[src/rtl/ps2_keyboard_if.sv]
// PS/2 keyboard receiver bus: raw PS/2 lines, pop handshake and status.
// The master side drives the keyboard lines and pops bytes. The slave side is the receiver.
interface ps2_keyboard_if;
    logic       ps2_clk;
    logic       ps2_data;
    logic       rd_en;
    logic [7:0] data;
    logic       ready;
    logic       overflow;
    logic       frame_err;

    modport master (
        output ps2_clk,
        output ps2_data,
        output rd_en,
        input  data,
        input  ready,
        input  overflow,
        input  frame_err
    );

    modport slave (
        input  ps2_clk,
        input  ps2_data,
        input  rd_en,
        output data,
        output ready,
        output overflow,
        output frame_err
    );
endinterface

[src/rtl/ps2_keyboard.sv]
// PS/2 keyboard receiver.
// Synchronises the raw PS/2 lines and assembles 11-bit frames on falling clock edges.
// It checks start, stop and odd parity, and queues good scan codes in a FIFO for the consumer.
module ps2_keyboard #(
    parameter int FIFO_DEPTH = 8,    // power of two, >= 2
    parameter int TIMEOUT    = 4096  // idle clk cycles that abandon a partial frame
) (
    input  logic          clk,
    input  logic          clrn,
    ps2_keyboard_if.slave kbd
);

    localparam int AW = $clog2(FIFO_DEPTH);
    localparam int CW = AW + 1;
    localparam int TW = $clog2(TIMEOUT) + 1;
    localparam logic [CW-1:0] FULL_CNT = CW'(FIFO_DEPTH);
    localparam logic [TW-1:0] TMO_LAST = TW'(TIMEOUT - 1);

    typedef enum logic {ST_IDLE, ST_RECV} rx_state_t;

    // Synchroniser stages: index 0 is newest, index 2 is oldest.
    logic [2:0]    ps2_clk_sync;
    logic [1:0]    ps2_data_sync;
    logic          ps2_fall;
    logic          bit_in;

    // Receiver state.
    rx_state_t     rx_state, rx_state_nx;
    logic [3:0]    bit_cnt, bit_cnt_nx;
    logic [10:0]   shift_buf, shift_buf_nx;
    logic [TW-1:0] tmo_cnt, tmo_cnt_nx;
    logic [10:0]   frame;
    logic          frame_done;
    logic          wr_req;
    logic          err_req;
    logic          frame_err_q;

    // FIFO.
    logic [7:0]    mem [FIFO_DEPTH];
    logic [AW-1:0] w_ptr, r_ptr;
    logic [CW-1:0] fifo_cnt;
    logic          overflow_q;
    logic          fifo_full;
    logic          pop;
    logic          push;

    // Bring the asynchronous PS/2 lines into the clk domain. Idle bus level is high.
    always_ff @(posedge clk or negedge clrn) begin
        if (!clrn) begin
            ps2_clk_sync  <= 3'b111;
            ps2_data_sync <= 2'b11;
        end else begin
            ps2_clk_sync  <= {ps2_clk_sync[1:0], kbd.ps2_clk};
            ps2_data_sync <= {ps2_data_sync[0], kbd.ps2_data};
        end
    end

    // Data stage 1 lines up with clock stage 1, which is the stage that just went low.
    assign ps2_fall = ps2_clk_sync[2] & ~ps2_clk_sync[1];
    assign bit_in   = ps2_data_sync[1];

    // Frame as it looks with the current bit shifted in (LSB first, enters at the top).
    assign frame = {bit_in, shift_buf[10:1]};

    // Receiver state register.
    always_ff @(posedge clk or negedge clrn) begin
        if (!clrn) begin
            rx_state  <= ST_IDLE;
            bit_cnt   <= 4'd0;
            shift_buf <= 11'd0;
            tmo_cnt   <= '0;
        end else begin
            rx_state  <= rx_state_nx;
            bit_cnt   <= bit_cnt_nx;
            shift_buf <= shift_buf_nx;
            tmo_cnt   <= tmo_cnt_nx;
        end
    end

    // Receiver next state: shift bits on falling edges, close the frame on the 11th edge, and abandon it on timeout.
    always_comb begin
        rx_state_nx  = rx_state;
        bit_cnt_nx   = bit_cnt;
        shift_buf_nx = shift_buf;
        tmo_cnt_nx   = tmo_cnt;
        case (rx_state)
            ST_IDLE: begin
                tmo_cnt_nx = '0;
                if (ps2_fall) begin
                    rx_state_nx  = ST_RECV;
                    bit_cnt_nx   = 4'd1;
                    shift_buf_nx = frame;
                end
            end
            ST_RECV: begin
                if (ps2_fall) begin
                    tmo_cnt_nx = '0;
                    if (bit_cnt == 4'd10) begin
                        rx_state_nx  = ST_IDLE;
                        bit_cnt_nx   = 4'd0;
                        shift_buf_nx = 11'd0;
                    end else begin
                        bit_cnt_nx   = bit_cnt + 4'd1;
                        shift_buf_nx = frame;
                    end
                end else if (tmo_cnt == TMO_LAST) begin
                    rx_state_nx  = ST_IDLE;
                    bit_cnt_nx   = 4'd0;
                    shift_buf_nx = 11'd0;
                    tmo_cnt_nx   = '0;
                end else begin
                    tmo_cnt_nx = tmo_cnt + 1'b1;
                end
            end
            default: begin
                rx_state_nx  = ST_IDLE;
                bit_cnt_nx   = 4'd0;
                shift_buf_nx = 11'd0;
                tmo_cnt_nx   = '0;
            end
        endcase
    end

    // Receiver outputs: frame check on the closing edge (start 0, stop 1, odd parity over data and parity).
    always_comb begin
        frame_done = 1'b0;
        wr_req     = 1'b0;
        err_req    = 1'b0;
        if (rx_state == ST_RECV && ps2_fall && bit_cnt == 4'd10) begin
            frame_done = 1'b1;
            if (!frame[0] && frame[10] && (^frame[9:1])) begin
                wr_req = 1'b1;
            end else begin
                err_req = 1'b1;
            end
        end
    end

    // Frame error is a single-cycle registered pulse.
    always_ff @(posedge clk or negedge clrn) begin
        if (!clrn) begin
            frame_err_q <= 1'b0;
        end else begin
            frame_err_q <= err_req & frame_done;
        end
    end

    // A pop in the same cycle frees a slot, so a full FIFO can still accept the write.
    assign fifo_full = (fifo_cnt == FULL_CNT);
    assign pop       = kbd.rd_en && (fifo_cnt != '0);
    assign push      = wr_req && (!fifo_full || pop);

    // FIFO pointers, occupancy and sticky overflow flag.
    always_ff @(posedge clk or negedge clrn) begin
        if (!clrn) begin
            w_ptr      <= '0;
            r_ptr      <= '0;
            fifo_cnt   <= '0;
            overflow_q <= 1'b0;
        end else begin
            if (push) begin
                w_ptr <= w_ptr + 1'b1;
            end
            if (pop) begin
                r_ptr <= r_ptr + 1'b1;
            end
            case ({push, pop})
                2'b10:   fifo_cnt <= fifo_cnt + 1'b1;
                2'b01:   fifo_cnt <= fifo_cnt - 1'b1;
                default: fifo_cnt <= fifo_cnt;
            endcase
            if (wr_req && fifo_full && !pop) begin
                overflow_q <= 1'b1;
            end
        end
    end

    // FIFO storage. Contents are masked at the output while empty, so no reset is needed.
    always_ff @(posedge clk) begin
        if (push) begin
            mem[w_ptr] <= frame[8:1];
        end
    end

    assign kbd.ready     = (fifo_cnt != '0);
    assign kbd.data      = kbd.ready ? mem[r_ptr] : 8'h00;
    assign kbd.overflow  = overflow_q;
    assign kbd.frame_err = frame_err_q;

endmodule

[src/flat_wrapper.sv]
// flat-port wrapper written by rule: the top's interface ports become plain ports
module ps2_keyboard_flat 
#(
    parameter int FIFO_DEPTH = 8,                         
    parameter int TIMEOUT    = 4096                                                 
)
  (clk, clrn, kbd_ps2_clk, kbd_ps2_data, kbd_rd_en, kbd_data, kbd_ready, kbd_overflow, kbd_frame_err);
  ps2_keyboard_if kbd_i ();
  input  logic clk;
  input  logic clrn;
  input wire logic [$bits(kbd_i.ps2_clk)-1:0] kbd_ps2_clk;
  input wire logic [$bits(kbd_i.ps2_data)-1:0] kbd_ps2_data;
  input wire logic [$bits(kbd_i.rd_en)-1:0] kbd_rd_en;
  output wire logic [$bits(kbd_i.data)-1:0] kbd_data;
  output wire logic [$bits(kbd_i.ready)-1:0] kbd_ready;
  output wire logic [$bits(kbd_i.overflow)-1:0] kbd_overflow;
  output wire logic [$bits(kbd_i.frame_err)-1:0] kbd_frame_err;
  assign kbd_i.ps2_clk = kbd_ps2_clk;
  assign kbd_i.ps2_data = kbd_ps2_data;
  assign kbd_i.rd_en = kbd_rd_en;
  assign kbd_data = kbd_i.data;
  assign kbd_ready = kbd_i.ready;
  assign kbd_overflow = kbd_i.overflow;
  assign kbd_frame_err = kbd_i.frame_err;
  ps2_keyboard #(.FIFO_DEPTH(FIFO_DEPTH), .TIMEOUT(TIMEOUT)) u_core (.clk(clk), .clrn(clrn), .kbd(kbd_i));
endmodule
[config.mk]
export PLATFORM = sky130hd
export DESIGN_NAME = ps2_keyboard_flat
export DESIGN_NICKNAME = d
export VERILOG_FILES = /design/src/rtl/ps2_keyboard_if.sv /design/src/rtl/ps2_keyboard.sv /design/src/flat_wrapper.sv
export SDC_FILE = /design/constraint.sdc
export NUM_CORES = 1
export LEC_CHECK = 0
export ABC_AREA = 1
export CAP_MARGIN = 20
export CORE_MARGIN = 1
export CORE_UTILIZATION = 50
export CTS_CLUSTER_SIZE = 24
export DETAILED_ROUTE_END_ITERATION = 8
export PLACE_DENSITY = 0.7
export SLEW_MARGIN = 20
export SYNTH_ARGS = -nofsm -noshare
export SYNTH_HDL_FRONTEND = slang
export SYNTH_SLANG_ARGS = --single-unit
[constraint.sdc]
create_clock -name clk -period 2.9 [get_ports clk]
set_clock_uncertainty 0.1 [all_clocks]
set_input_delay 0.725 -clock clk [delete_from_list [all_inputs] [get_ports clk]]
set_output_delay 0.725 -clock clk [all_outputs]
set_load 0.005 [all_outputs]
== Word level (Yosys, flattened, before mapping) ==
Memory sizes are Yosys's and may differ from the RTL's.
Index checks and enable logic that the tools add are counted.

* Register bits: 46
* Bits in writable memories: 64
* Input bits: 5
* Logic and storage cells: 72
* Memories kept: 1

{| class="wikitable"
|+ Memory list
! name !! depth !! bits a word !! read ports !! clocked after memory_dff !! wr ports !! RTL line !! source
|-
| u_core.mem || 8 || 8 || 1 || 0 || 1 || ps2_keyboard.sv:39 || <nowiki>logic [7:0] mem [FIFO_DEPTH];</nowiki>
|}

* Add/sub/neg operators: 6
* Eq/ne operators: 7
* Multiplexer cells: 27
* Bitwise gates (word level): 4
* Reduce and logical (&&, ||, !) cells: 16

{| class="wikitable"
|+ Operators by type and width
! operator !! number
|-
| two-way mux 11 bit || 4
|-
| two-way mux 13 bit || 2
|-
| one-hot mux 13 bit (2 select lines) || 1
|-
| one-hot mux 11 bit (2 select lines) || 1
|-
| two-way mux 4 bit || 4
|-
| one-hot mux 4 bit (2 select lines) || 2
|-
| adder 13 x 1 -> 13 bit (second input constant) || 1
|-
| == test 13 x 12 -> 1 bit (second input constant) || 1
|-
| two-way mux 1 bit || 11
|-
| XOR reduction 9 bit || 1
|-
| adder 4 x 1 -> 4 bit (second input constant) || 2
|-
| == test 4 bit (second input constant) || 2
|-
| logical AND 1 bit || 8
|-
| two-way mux 8 bit || 1
|-
| adder 3 x 1 -> 3 bit (second input constant) || 2
|-
| nonzero test 4 bit || 1
|-
| subtractor 4 x 1 -> 4 bit (second input constant) || 1
|-
| zero test 1 bit || 3
|-
| != test 3 x 2 -> 1 bit (second input constant) || 1
|-
| AND 1 bit || 2
|-
| == test 2 x 1 -> 1 bit (second input constant) || 1
|-
| == test 2 bit (second input constant) || 1
|-
| != test 2 x 1 -> 1 bit (second input constant) || 1
|-
| inverter 1 bit || 2
|-
| 4 further kinds || 4
|}

== Depth between registers and ports, before layout ==
* Depth after elaboration: 8
* Gate-level depth with buffers: 19
* Depth with buffers taken out: 18

== Worst setup path after synthesis ==
OpenSTA, ideal clock, no wires.

* Path kind: in2reg
* Start point: input kbd_rd_en
* End point: register u_core.fifo_cnt[2]
* Setup time: 128 ps
* Data arrival time: 2160 ps
* Path slack: 512 ps
* Stages on the path: 12
* Path through: inv_1 > nand4_1 > nand4_4 > buf_6 > ha_1 > nand2_1 > inv_1 > nor2_1 > ha_1 > a21oi_1 > xor2_1 > o21ai_0

* Word-level cells in the longest chain between the ends: 5

{| class="wikitable"
|+ RTL lines
! item !! RTL line !! source
|-
| start: declaration || flat_wrapper.sv:13 || <nowiki>input wire logic [$bits(kbd_i.rd_en)-1:0] kbd_rd_en;</nowiki>
|-
| logical AND 1 bit * || ps2_keyboard.sv:150 || <nowiki>assign pop = kbd.rd_en && (fifo_cnt != '0);</nowiki>
|-
| logical OR 1 bit || ps2_keyboard.sv:151 || <nowiki>assign push = wr_req && (!fifo_full || pop);</nowiki>
|-
| logical AND 1 bit || ps2_keyboard.sv:151 ||
|-
| == test 2 x 1 -> 1 bit / == test 2 bit (equally long branches) || ps2_keyboard.sv:167 || <nowiki>case ({push, pop})</nowiki>
|-
| one-hot mux 4 bit (2 select lines) / nonzero test 2 bit (equally long branches) || n/a ||
|-
| end signal: assignment || ps2_keyboard.sv:168 || <nowiki>2'b10: fifo_cnt <= fifo_cnt + 1'b1;</nowiki>
|-
| end signal: assignment || ps2_keyboard.sv:169 || <nowiki>2'b01: fifo_cnt <= fifo_cnt - 1'b1;</nowiki>
|-
| end signal: assignment || ps2_keyboard.sv:170 || <nowiki>default: fifo_cnt <= fifo_cnt;</nowiki>
|-
| end: declaration || ps2_keyboard.sv:41 || <nowiki>logic [CW-1:0] fifo_cnt;</nowiki>
|}

Mark *: on every way between the ends. The rest lies on a longest branch, timed or not.
A chain may end at the register's enable or synchronous reset.

== Worst setup path after layout ==
* Start point: register u_core.r_ptr[0]
* End point: output kbd_data[2]

* Word-level cells in the longest chain between the ends: 2

{| class="wikitable"
|+ RTL lines
! item !! RTL line !! source
|-
| start: declaration || ps2_keyboard.sv:40 || <nowiki>logic [AW-1:0] w_ptr, r_ptr;</nowiki>
|-
| start signal: assignment || ps2_keyboard.sv:165 || <nowiki>r_ptr <= r_ptr + 1'b1;</nowiki>
|-
| memory (8 x 8 bit) || n/a ||
|-
| two-way mux 8 bit || ps2_keyboard.sv:186 || <nowiki>assign kbd.data = kbd.ready ? mem[r_ptr] : 8'h00;</nowiki>
|-
| end: declaration || flat_wrapper.sv:14 || <nowiki>output wire logic [$bits(kbd_i.data)-1:0] kbd_data;</nowiki>
|}

Every way passes these cells.

==> impl_metrics.py <==
metrics = {
    "critical_path": {
        "rr_startpoint": "u_core.shift_buf[7]$_DFFE_PN0P_",
        "arrival_ns": 1.95,
        "cp-start-kind": "flop",
        "critPathRequiredTime_ns": 2.08,
        "crit_type": "flop to output port",
        "end_kind": "output port",
        "path_max_fanout": 13,
        "startpoint": "u_core.r_ptr[0]$_DFFE_PN0P_",
    },
    "sta": {
        "fmax_mhz": 360,
        "post-route-min-period_ns": 2.77,
        "rsz0062_at_grt": "yes",
        "setup-violations-final": 0,
        "slew-limit-headroom_pct": 62.1,
        "finalMaxSlewViolations": 0,
        "hold_viol": 0,
        "fin_tns_setup_ns": 0,
        "post-route-period-util_pct": 95.7,
        "worst_slew_pin_slew_ns": 0.569,
    },
    "global_routing": {
        "grt_pass1_wl_um": 15100,
        "grt.overflow.total": 0,
        "grtUsageTotal_pct": 20.3,
        "grt_max_degree": 46,
        "antenna_found_initial": 0,
        "grt_pass1_vias": 3091,
    },
    "pwr": {
        "leakagePower_nw": 2.18,
        "max-vdd-ir-drop_v": 0.000357,
        "power_per_cell_area_nw_per_um2": 797,
    },
    "place": {
        "dp_cells": 563,
        "place_area_sq_um": 5090,
        "post-dp-hpwl_um": 5950,
        "io_buffers": 15,
        "gp_congestion": 0.792,
    },
    "synth": {
        "yosysSeqAreaShare_pct": 64.9,
        "yosys.area_share.simple_pct": 15.6,
        "synth_fp_nets": 442,
        "synth-seq-cells": 109,
        "synth_compound_area_share_pct": 9.95,
        "avgSynthCellArea_sq_um": 11.0,
        "synth_fa_ha_area_share_pct": 2.13,
        "synth.area.top_cells": "edfxtp_1, dfrtp_1, nor2_1, o21ai_0, nand2_1",
        "synth_cell_type_count": 35,
        "ys_warn_count": 0,
        "synth_mux_area_share_pct": 0,
        "synth_area_sq_um": 4700,
        "yosys.area.top_type": "edfxtp_1",
        "synth_top_area_share_pct": 40.9,
        "synth-xor-area-share_pct": 2.79,
        "netlist_instances": 429,
        "synth_top_family_by_area": "simple AND/OR/NAND/NOR gates",
    },
    "layout": {
        "design_area_sq_um": 5350,
        "insertedDiodeCount": 0,
        "syn2layout_area_growth_pct": 13.7,
        "final_cells": 582,
        "nNetsFinal": 479,
        "layout-drive-gt1-share_pct": 15.9,
    },
    "clock_tree": {
        "cts_tree": "yes",
        "cts_sinks": 109,
        "cts_root_buf": "clkbuf_8",
        "clock_latency_ns": 0.36,
        "clk_pin_slew_ns": 0.10,
        "h-tree-depth": 3,
        "numCtsBuffers": 9,
        "max-clock-path-buffers": 2,
    },
    "detailed_routing": {
        "wirelength_um": 9090,
        "drt_iter0_drc": 211,
        "avgRoutedWirePerCell_um": 15.6,
        "viasPerCell": 5.39,
        "dr.pass1.iters": 4,
        "vias": 3135,
        "drc_errors": 0,
        "ant_nets": 0,
    },
    "floorplanning": {
        "die_w_um": 99,
        "rows": 35,
        "dieHeight_um": 99,
        "initial_utilization_pct": 51.2,
        "fp.coreArea_sq_um": 9200,
        "die-area_sq_um": 9800,
        "io_pins": 16,
    },
    "min_path": {
        "worstHoldPathType": "flop to flop",
        "worstHoldStart": "u_core.ps2_clk_sync[0]$_DFF_PN1_",
    },
    "status": {
        "status": "finished, final reports clean",
    },
    "flow_run": {
        "drv_cap": 0,
    },
}
-- power by group --
part           switching [mW]  internal (mW)  leakage [nW]  total [mW]
Sequential              0.144           1.79          1.17        1.93
Combinational           0.797          0.704         0.919        1.50
Clock                   0.515          0.320        0.0870       0.836
-- area by class of cell --
cell class	count	area (sq um)
Clock buffer	10	128
Clock inverter	6	48.8
Fill cell	760	3840
Inverter	39	146
Multi-Input combinational cell	268	1440
Sequential cell	109	3050
Tap cell	111	139
Timing Repair Buffer	39	397
-- per-layer routing --
metal	track usage, %	routed length [um]	vias up
met2	34.2	4560	51
met3	2.84	331	11
met1	27.0	4050	1526
met4	7.58	145	0
li1	-	-	1547
met5	0	0	-
-- final timing paths --
kind                       cells past startpoint  slack (ns)                           endpoint
setup / recovery                               7        0.13                        kbd_data[2]
hold / removal                                 0        0.26   u_core.ps2_clk_sync[1]$_DFF_PN1_
setup reg to reg                              17        0.38     u_core.fifo_cnt[3]$_DFFE_PN0P_
hold reg to reg                                0        0.26   u_core.ps2_clk_sync[1]$_DFF_PN1_
max in group asynchronous                      2        1.98  u_core.ps2_data_sync[0]$_DFF_PN1_
min in group asynchronous                      2        0.33      u_core.bit_cnt[2]$_DFFE_PN0P_
-- cells in the final DEF (no fill, tap or decap), types with 8 or more instances in the layout --
master,netlist,final
buf_4,1,19
nor2_1,72,72
clkbuf_8,0,9
inv_2,12,14
nand2_1,50,50
xor2_1,10,10
edfxtp_1,64,64
o21ai_0,42,41
ha_1,8,8
o22ai_1,17,17
dfrtp_1,40,40
inv_1,27,25
nor3_1,10,9
a31oi_1,9,9
-- what timing repair did --
| action | 4_1_cts | 5_1_grt |
|---|---|---|
| endpoints found under the setup margin | 8 | 4 |
| resized for setup | 8 | 8 |
| buffers inserted | 1 | 1 |
| hold buffers | 0 | 0 |
| gates cloned | 1 | 0 |
| hold endpoints to repair | 0 | 0 |
| pin swaps | 2 | 1 |
-- synth_stat cells (all sizes together) --
cell type	count
nor3b	3
xnor2	5
a21oi	5
dfrtp	40
dfstp	5
o211ai	2
o21ai	46
o2111ai	1
o31ai	1
nand4	7
buf	5
nand3b	2
nor2	74
xor2	10
nand3	8
a31oi	9
o21bai	2
clkbuf	8
inv	39
o22ai	17
edfxtp	64
ha	8
nor3	12
nand2	56
-- stage by stage --
stage / util [%] / setup WS [ns] / total power [mW] / hold WS [ns]
detailed placement: 55.3 / 0.141 / 3.39 / 0.248
finish: 58.2 / 0.125 / 4.27 / 0.261
floorplan: - / 0.512 / 2.78 / 0.245
global route: 58.2 / -0.0244 / 4.55 / 0.264
global placement: 55.3 / 0.230 / 3.34 / 0.246
CTS: 57.9 / -0.0219 / 4.28 / 0.262
-- registers in the layout (all words and copies together) (netlist names) --
name / flops
u_core.mem: 64
u_core.tmo_cnt: 13
u_core.shift_buf: 10
u_core.bit_cnt: 4
u_core.fifo_cnt: 4
u_core.ps2_clk_sync: 3
u_core.r_ptr: 3
u_core.w_ptr: 3
u_core.ps2_data_sync: 2
u_core.kbd.frame_err: 1
u_core.kbd.overflow: 1
u_core.rx_state: 1
-- worst max-delay path, stage by stage (launching register included) --
cell           delay, ns
dfrtp_1             0.44
buf_4               0.14
buf_4               0.17
o21ai_0             0.10
o22ai_1             0.20
o21ai_0             0.10
a31oi_1             0.18
dlygate4sd2_1       0.26
-- cells by family (layout without fill, tap and decap cells) --
| family | Yosys count | in the layout |
|---|---|---|
| flops | 109 | 109 |
| compound gates | 83 | 83 |
| fa+ha+maj | 8 | 8 |
| xor+xnor | 15 | 15 |
| simple gates | 162 | 162 |
| buf+inv | 52 | 94 |
No activity file was read; power rests on OpenSTA's default activity.
==> patch (config.mk and constraints unchanged) <==
Take the reset off `shift_buf` and load it in a clocked block of its own.
--- a/src/rtl/ps2_keyboard.sv
+++ b/src/rtl/ps2_keyboard.sv
@@ -67,14 +67,16 @@
         if (!clrn) begin
             rx_state  <= ST_IDLE;
             bit_cnt   <= 4'd0;
-            shift_buf <= 11'd0;
             tmo_cnt   <= '0;
         end else begin
             rx_state  <= rx_state_nx;
             bit_cnt   <= bit_cnt_nx;
-            shift_buf <= shift_buf_nx;
             tmo_cnt   <= tmo_cnt_nx;
         end
+    end
+
+    always_ff @(posedge clk) begin
+        shift_buf <= shift_buf_nx;
     end
 
     // Receiver next state: shift bits on falling edges, close the frame on the 11th edge, and abandon it on timeout.
Check against the original RTL: no difference found for any inputs over 10 cycles, from zero or initial values; that may be too few to reach the edited logic, so the function may still have changed.
==> patch against the unedited design <==
Wire length is 6.1% lower. Maximum frequency rose by 2.2%. Setup slack improved by 0.060 ns. Combinational power fell by 17%. Power is 8.4% lower. Critical path type unchanged. Cell area shrank 0.75%. Largest cell class unchanged. Register-to-register slack worse by 0.02 ns. Count of clock-buffer cells in the layout is the same. Highest routed layer unchanged. Sequential cell count unchanged. Area after synthesis grew 0.21%. Die area grew 0.21%. Critical endpoint is now kbd_data[1]. Via count is 1.7% lower.
==> patch: results (changes against the unedited design) <==
drt-vias-per-instance: 5.279  # -2.0%
total_switching_power_uw: 1297  # -11%
post_cts_buffers: 2  # +1
timing.hold.worst.start: "u_core.ps2_data_sync[0]"
min_delay_worst_endpoint: "u_core.ps2_data_sync[1]"
placed_inst_area_um2: 5096  # +0.15%
worst_setup_ep: "kbd_data[1]"
detailedPlacementHpwl_um: 5946  # -0.12%
synth-seq-area-share_pct: 65.84  # +0.92 points
routed_wire_length_per_instance_um: 14.63  # -6.4%
reg2reg_setup_slack_ns: 0.36  # -0.02 ns
critPathTopFamily: "buffers and inverters"
layout-area-overhead-vs-synth_pct: 12.66
place_congestion: 0.7695  # -2.9%
synth_fa_ha_area_share_pct: 1.592  # -0.54 points
max-clock-path-buffers: 2  # unchanged
drt_pre_antenna_iters: 4  # unchanged
yosysUniqueCellTypes: 36  # +2.9%
crit-reg2reg-capture: "u_core.fifo_cnt[2]"
dpl.cell_count: 564  # +0.18%
synthCells: 430  # +0.23%
antenna_found_initial: 0  # unchanged
first_global_vias: 2982  # -3.5%
largestRegisters: "u_core.mem: 64 flops, u_core.tmo_cnt: 13 flops, u_core.shift_buf: 10 flops"
first_pass_grt_wire_length_um: 14520  # -4.0%
synthesis.nets: 441  # -0.23%
count_of_cells_along_the_worst_register_to_register_path: 15  # -2
leakage_uw: 0.002132  # -2.0%
fmax_mhz: 368.3  # +2.2%
synth-edff-count: 74  # +16%
post_cts_resized: 13  # +5
ir_worst_vdd_uv: 436.3  # +22%
whs_ns: 0.2582  # -0.002328 ns
stdcell_count: 584  # +0.34%
worstPathArrival_ns: 1.89  # -0.06 ns
crit_path_start: "u_core.r_ptr[0]"
dp_slack_ns: 0.2216  # +0.08012 ns
antennaDiodeCount: 0  # unchanged
synthArstFlopShare_pct: 32.11  # -9.2 points
path_max_fanout: 9  # -4
synth.cells.most_frequent: "sky130_fd_sc_hd__nor2_1 (81), sky130_fd_sc_hd__edfxtp_1 (74), sky130_fd_sc_hd__nand2_1 (52)"
regToRegStartpoint: "u_core.shift_buf[5]"
globalRouteTotalUtil_pct: 19.23  # -1.1 points
detailedRoute.firstIterationViolations: 119  # -44%
nFillCells: 770  # +1.3%
synth_compound_gate_area_share_pct: 9.050  # -0.90 points
timing.slew.headroom_pct: 52.59  # -9.5 points
final_layout_size_suffix_gt1_share_pct: 14.80  # -1.1 points
grt_start_max_net_pins: 36  # -22%
share_of_synthesized_area_spent_on_multiplexers_pct: 0  # unchanged
synth_area_leaders: "sky130_fd_sc_hd__edfxtp_1 (47%), sky130_fd_sc_hd__dfrtp_1 (16%), sky130_fd_sc_hd__nor2_1 (6.4%)"
status: "finished clean"
post_synth_xor_xnor_area_pct: 2.415  # -0.38 points
min_path_type: "flop to flop"
cts_hold_repair.buffers: 0  # unchanged
[patch: cell types whose count changed after synthesis, moves of 3 or more]
cell,change
sky130_fd_sc_hd__dfrtp_1,-10
sky130_fd_sc_hd__edfxtp_1,+10
sky130_fd_sc_hd__inv_1,+10
sky130_fd_sc_hd__inv_2,-7
sky130_fd_sc_hd__nand3_1,+6
sky130_fd_sc_hd__nand4_1,-5
sky130_fd_sc_hd__nor2_1,+9
sky130_fd_sc_hd__nor3_1,-3
sky130_fd_sc_hd__nor3b_1,-3
sky130_fd_sc_hd__nor4_1,+3
sky130_fd_sc_hd__o21ai_0,+4
sky130_fd_sc_hd__o21ai_1,-4
sky130_fd_sc_hd__o22ai_1,-9
[patch: logic make-up (layout without fill, tap and decap cells)]
logic type,count (synthesis),in the layout
simple gates,174,174
flops,109,109
compound gates,75,75
buf+inv,53,96
xor+xnor,13,13
fa+ha+maj,6,6
[patch: power groups by stage]
stage               combinational (uW)  clock (uW)  sequential [uW]
floorplan                          728           0             1850
global placement                  1200           0             1860
detailed placement                1230           0             1860
CTS                               1230         849             1830
global route                      1410         920             1850
finish                            1240         830             1840
[patch: cell type report]
class | instances | share of cell area (%)
flip-flops and latches | 109 | 58.45
multi-input cells | 268 | 26.41
repair buffers | 38 | 6.243
inverters | 42 | 2.968
well taps | 111 | 2.615
clock buffers | 10 | 2.403
clock inverters | 6 | 0.9187
[patch: layer usage]
layer  wire, um  up-vias  global-route usage, %
li1           -     1541                      -
met1       4031     1485                  26.71
met2       4183       51                  31.47
met3        262        6                  3.795
met4         63        0                  4.977
met5          0        -                      0
